===== config.mk =====
export PLATFORM = sky130hd
export DESIGN_NAME = layer_sequencer
export DESIGN_NICKNAME = d
export VERILOG_FILES = /design/src/rtl/layer_sequencer.sv
export SDC_FILE = /design/constraint.sdc
export NUM_CORES = 1
export LEC_CHECK = 0
export ABC_AREA = 1
export CAP_MARGIN = 20
export CORE_MARGIN = 4
export CORE_UTILIZATION = 33
export DETAILED_ROUTE_END_ITERATION = 8
export PLACE_DENSITY = 0.78
export SYNTH_ARGS = -nofsm -noshare
export SYNTH_HDL_FRONTEND = slang
export SYNTH_SLANG_ARGS = --single-unit

===== constraint.sdc =====
create_clock -name clk -period 1.6 [get_ports clk]
set_clock_uncertainty 0.05 [all_clocks]
set_input_delay 0.32 -clock clk [delete_from_list [all_inputs] [get_ports clk]]
set_output_delay 0.32 -clock clk [all_outputs]
set_load 0.05 [all_outputs]

===== src/rtl/layer_sequencer.sv =====
// Sequences NL layer engines in order via start/end handshakes and muxes the
// shared activation RAM ports to the granted layer; adds watchdog and abort.
module layer_sequencer #(
  parameter int unsigned NL      = 4,
  parameter int unsigned LW      = 2,
  parameter int unsigned AW      = 16,
  parameter int unsigned DW      = 8,
  parameter int unsigned TW      = 20,
  parameter int unsigned TIMEOUT = 20'hFFFFF
) (
  input  logic             clk,
  input  logic             rst_n,
  input  logic             run_i,
  input  logic             abort_i,
  output logic             busy_o,
  output logic             done_o,
  output logic             err_o,
  output logic [LW-1:0]    err_layer_o,
  output logic [LW-1:0]    cur_layer_o,
  output logic [NL-1:0]    layer_start_o,
  input  logic [NL-1:0]    layer_end_i,
  input  logic [NL*AW-1:0] ram_addr_w_i,
  input  logic [NL*DW-1:0] ram_data_w_i,
  input  logic [NL-1:0]    ram_en_i,
  input  logic [NL-1:0]    ram_wea_i,
  input  logic [NL*AW-1:0] ram_addr_r_i,
  input  logic [NL-1:0]    ram_en_r_i,
  output logic [AW-1:0]    ram_addr_w_o,
  output logic [DW-1:0]    ram_data_w_o,
  output logic             ram_en_o,
  output logic             ram_wea_o,
  output logic [AW-1:0]    ram_addr_r_o,
  output logic             ram_en_r_o
);

  typedef enum logic [2:0] {
    S_IDLE, S_START, S_RUN, S_DRAIN, S_DONE, S_ERR
  } state_e;

  state_e          state_q, state_d;
  logic [LW-1:0]   k_q, k_d;
  logic            grant_q, grant_d;
  logic [TW-1:0]   wdog_q, wdog_d;
  logic [NL-1:0]   start_q, start_d;
  logic            busy_q, busy_d;
  logic            done_q, done_d;
  logic            err_q, err_d;
  logic [LW-1:0]   err_layer_q, err_layer_d;
  logic            end_sel;
  logic            wd_fire;

  // Next-state, watchdog and registered-output decode
  always_comb begin
    state_d     = state_q;
    k_d         = k_q;
    grant_d     = grant_q;
    wdog_d      = wdog_q;
    end_sel     = layer_end_i[k_q];
    wd_fire     = (TIMEOUT != 0) && (wdog_q == TW'(TIMEOUT - 1));

    if (abort_i) begin
      state_d = S_IDLE;
      grant_d = 1'b0;
    end else begin
      unique case (state_q)
        S_IDLE: begin
          if (run_i) begin
            state_d = S_START;
            k_d     = '0;
            grant_d = 1'b1;
          end
        end
        S_START: begin
          state_d = S_RUN;
          wdog_d  = '0;
        end
        S_RUN, S_DRAIN: begin
          if (wdog_q != '1) wdog_d = wdog_q + TW'(1);
          if (wd_fire) begin
            state_d = S_ERR;
            grant_d = 1'b0;
          end else if (state_q == S_RUN) begin
            if (end_sel) state_d = S_DRAIN;
          end else if (!end_sel) begin
            if (k_q == LW'(NL - 1)) begin
              state_d = S_DONE;
            end else begin
              k_d     = k_q + LW'(1);
              state_d = S_START;
            end
          end
        end
        S_DONE: begin
          state_d = S_IDLE;
          grant_d = 1'b0;
        end
        S_ERR: state_d = S_ERR;
        default: begin
          state_d = S_IDLE;
          grant_d = 1'b0;
        end
      endcase
    end

    start_d = '0;
    if (state_d == S_START) start_d[k_d] = 1'b1;
    busy_d      = (state_d != S_IDLE) && (state_d != S_ERR);
    done_d      = (state_d == S_DONE);
    err_d       = (state_d == S_ERR);
    err_layer_d = (state_d == S_ERR) ? k_d : '0;
  end

  always_ff @(posedge clk or negedge rst_n) begin
    if (!rst_n) begin
      state_q     <= S_IDLE;
      k_q         <= '0;
      grant_q     <= 1'b0;
      wdog_q      <= '0;
      start_q     <= '0;
      busy_q      <= 1'b0;
      done_q      <= 1'b0;
      err_q       <= 1'b0;
      err_layer_q <= '0;
    end else begin
      state_q     <= state_d;
      k_q         <= k_d;
      grant_q     <= grant_d;
      wdog_q      <= wdog_d;
      start_q     <= start_d;
      busy_q      <= busy_d;
      done_q      <= done_d;
      err_q       <= err_d;
      err_layer_q <= err_layer_d;
    end
  end

  assign busy_o        = busy_q;
  assign done_o        = done_q;
  assign err_o         = err_q;
  assign err_layer_o   = err_layer_q;
  assign cur_layer_o   = k_q;
  assign layer_start_o = start_q;

  // Shared RAM port mux; nothing passes without a valid grant
  always_comb begin
    ram_addr_w_o = '0;
    ram_data_w_o = '0;
    ram_en_o     = 1'b0;
    ram_wea_o    = 1'b0;
    ram_addr_r_o = '0;
    ram_en_r_o   = 1'b0;
    for (int i = 0; i < NL; i++) begin
      if (grant_q && (k_q == LW'(i))) begin
        ram_addr_w_o = ram_addr_w_i[i*AW +: AW];
        ram_data_w_o = ram_data_w_i[i*DW +: DW];
        ram_en_o     = ram_en_i[i];
        ram_wea_o    = ram_wea_i[i];
        ram_addr_r_o = ram_addr_r_i[i*AW +: AW];
        ram_en_r_o   = ram_en_r_i[i];
      end
    end
  end

endmodule


==> impl_metrics.yaml <==
clock_network:
  clk_path_buf_depth: 2
  cts_root_buf: "sky130_fd_sc_hd__clkbuf_8"
  h-tree-depth: 2
  number_of_cts_inserted_buffers: 5
  hold_buffers: 0
  tritoncts_clock_tree: "yes"
  insertion_delay_to_the_later_sink_of_the_worst_skew_pair_ns: 0.30
  clk_pin_slew_ns: 0.08
  clock_sink_count: 35
outcome:
  status: "finished, violations left"
  violated_checks: "negative setup slack"
worst_setup_path:
  cp_cell_sequence: "nor3_4 -> buf_6 -> nand2_1 -> nand4_1 -> buf_12"
  timing.rr.end: "busy_o"
  regToRegSetupSlack_ns: -0.38
  timing.critical_path.buf_inv: 2
  setup.worst_path.start: "cur_layer_o[0]"
  cp.arrival_ns: 1.80
  critPathCaptureType: "output port"
  critPathLaunchType: "flop"
  path_delay_family: "simple AND/OR/NAND/NOR gates"
  critical-path-max-stage-delay_ns: 0.50
  endpoint: "ram_data_w_o[0]"
  critPathKind: "flop to output port"
  worstRegToRegCells: 13
  crit_path_max_fanout: 14
  crit_slowest_cell: "sky130_fd_sc_hd__dfrtp_2"
  cp.depth: 5
  reg2reg_from: "cur_layer_o[0]"
  worstPathRequired_ns: 1.23
run:
  timing.max_cap.violations: 0
cells_and_area:
  final_net_count: 1035
  num_antenna_cells: 0
  filler_free_cell_count_of_the_finished_design: 987
  post-route-util: 0.824
  flow.area_growth_from_synthesis_pct: 142
  drive_above_1_share: 0.390
timing:
  finalWorstPathRequiredPeriod_ns: 2.17
  totalNegativeSetupSlack_ns: -28.20
  max_clk_rate_mhz: 462
  timing_hold_violations_final: 0
  postLayoutSetupSlackWorst_ns: -0.565
  final.period_utilization: 1.35
  slew_headroom: 0.760
  grt_setup_unrepaired: "yes"
  timing.final.setup_violations: 77
  tightestPinTransition_ns: 0.356
  hold-worst-slack_ns: 0.334
  timing.final.max_slew_violations: 0
logic_synthesis:
  net_count_of_the_mapped_netlist: 719
  synth.largest_area_cell: "sky130_fd_sc_hd__dfrtp_1"
  most_frequent_cells_after_synthesis: "sky130_fd_sc_hd__nand2_1, sky130_fd_sc_hd__nand3_1, sky130_fd_sc_hd__nand4_1, sky130_fd_sc_hd__dfrtp_1, sky130_fd_sc_hd__inv_1"
  ys_ff_latch: 35
  synthesis.area_mm2: 0.00336
  synth-seq-area-share: 0.261
  synth_most_common_cell: "sky130_fd_sc_hd__nand2_1"
  yosysTopAreaCellShare: 0.261
  yosys_most_used_dff: "sky130_fd_sc_hd__dfrtp_1"
  syn-instance-count: 537
  yosys_warnings: 0
  postSynthAreaPerCell_um2: 6.26
  synth.distinct_cells: 37
  synth_enable_flop_cells: 0
  synth-async-reset-ratio: 1.00
  synth_top_cells_by_area: "sky130_fd_sc_hd__dfrtp_1, sky130_fd_sc_hd__nand2_1, sky130_fd_sc_hd__nand3_1"
route:
  drc_errors: 0
  route.antenna.remaining_nets: 0
  drt-wirelength-per-cell_um: 20.3
  num_vias: 5407
  detailedRoute.firstIterationViolations: 492
  postRouteWirelength_um: 20100
  route.detailed.vias_per_inst: 5.48
  firstDrtPassIters: 5
die:
  die-width_um: 109
  core-area_mm2: 0.00986
  fp.dieArea_mm2: 0.0119
  row_count: 36
  num_io_pins: 234
  fp.dieH_um: 109
  start_util: 0.341
worst_hold_path:
  min-delay-path-class: "input pin to asynchronous set/reset pin"
grt:
  globalRouteTotalUtil: 0.287
  grt_pass1_vias: 5158
  antenna_found_initial: 0
  grt_start_max_net_pins: 44
  grt_overflow_total: 0
  wire_length_of_the_first_global_routing_pass_um: 26700
power:
  switching_share: 0.380
  p_switching_mw: 1.40
  static-leakage-power_nw: 3.32
  comb_power_share: 0.560
  max_vdd_drop_uv: 581
  p_per_area_mw_per_mm2: 455
  sequentialPowerShare: 0.262
  fin_total_pwr_mw: 3.70
  share_clk_of_total_power: 0.178
  p_int_mw: 2.29
placement:
  dpl.cell_count: 946
  port-buffer-count: 233
  hpwl_um: 13700
  gpl.final_weighted_congestion: 0.957
registers in the layout (all words and copies together), names as in the netlist:
name	flops
wdog_q	20
layer_start_o	4
state_q	3
cur_layer_o	2
err_layer_o	2
busy_o	1
done_o	1
err_o	1
grant_q	1
worst reg2reg max path: cells and delay by family, from the launching register on:
family,cells,cell delay (ns)
simple gates,9,0.83
flops,1,0.50
buf+inv,3,0.45
compound gates,1,0.06
final cells by class:
cell class              count  area, µm²
flip-flops and latches     35        881
well taps                 133        166
repair buffers            341       3910
clock inverters             3       20.0
inverters                  37        159
fillers                   574       1740
multi-input cells         433       2920
clock buffers               5       68.8
metrics by stage:
step | setup slack (ns) | area (µm²)
6_report | -0.565 | 8130
5_1_grt | -0.603 | 8130
4_1_cts | -0.501 | 7390
3_5_place_dp | -0.256 | 6940
3_3_place_gp | -0.249 | 6940
2_1_floorplan | -0.439 | 3470
how the worst min path moves through the flow:
stage,from,slack (ns),to
2_1_floorplan,rst_n,-0.03,busy_o
3_3_place_gp,wdog_q[6],0.46,wdog_q[6]
3_5_place_dp,wdog_q[19],0.47,wdog_q[19]
4_1_cts,rst_n,0.35,wdog_q[11]
5_1_grt,rst_n,0.35,wdog_q[15]
6_report,rst_n,0.33,wdog_q[12]
logic make-up after synthesis:
family / share of synthesized area
adders and majority gates: 0.00744
AOI/OAI and AO/OA: 0.0688
DFF: 0.261
xor gates and xnor gates: 0.0261
and+or+nand+nor: 0.552
buffers and inverters: 0.0856
repair_timing:
action | 4_1_cts | 5_1_grt
buffers inserted | 11 | 26
cloned | 2 | 4
pin swaps | 23 | 51
endpoints found under the setup margin | 74 | 78
resized for setup | 62 | 135
power groups by stage:
stage | logic (mW) | registers, mW | clock network (mW)
after detailed placement | 1.75 | 0.975 | 0
after CTS | 1.84 | 0.959 | 0.651
after global routing | 2.15 | 0.971 | 0.686
final | 2.07 | 0.968 | 0.657
after floorplan | 0.640 | 0.993 | 0
after global placement | 1.73 | 0.972 | 0
layout by cell type (no fill, tap or decap), types with 7 or more instances in the layout:
master                            count
sky130_fd_sc_hd__buf_6               17
sky130_fd_sc_hd__inv_2               11
sky130_fd_sc_hd__o31ai_4              7
sky130_fd_sc_hd__nand2_1            121
sky130_fd_sc_hd__clkdlybuf4s50_1    179
sky130_fd_sc_hd__nand2_2             34
sky130_fd_sc_hd__buf_12              62
sky130_fd_sc_hd__dfrtp_1             31
sky130_fd_sc_hd__inv_1               22
sky130_fd_sc_hd__nand3_2             36
sky130_fd_sc_hd__nor2_1              15
sky130_fd_sc_hd__nand2_4             15
sky130_fd_sc_hd__nand3_1             77
sky130_fd_sc_hd__nor2_4              15
sky130_fd_sc_hd__buf_4               77
sky130_fd_sc_hd__nor2_2               7
sky130_fd_sc_hd__nand4_1             52
routing by layer:
| layer | share of wire | wire length (µm) | GRT usage | vias up |
|---|---|---|---|---|
| li1 | - | - | - | 2470 |
| met1 | 0.36 | 7310 | 0.334 | 2566 |
| met2 | 0.51 | 10200 | 0.498 | 291 |
| met3 | 0.077 | 1550 | 0.0663 | 80 |
| met4 | 0.049 | 988 | 0.134 | 0 |
| met5 | 0 | 0 | 0 | - |
No activity file was read; power rests on OpenSTA's default activity.
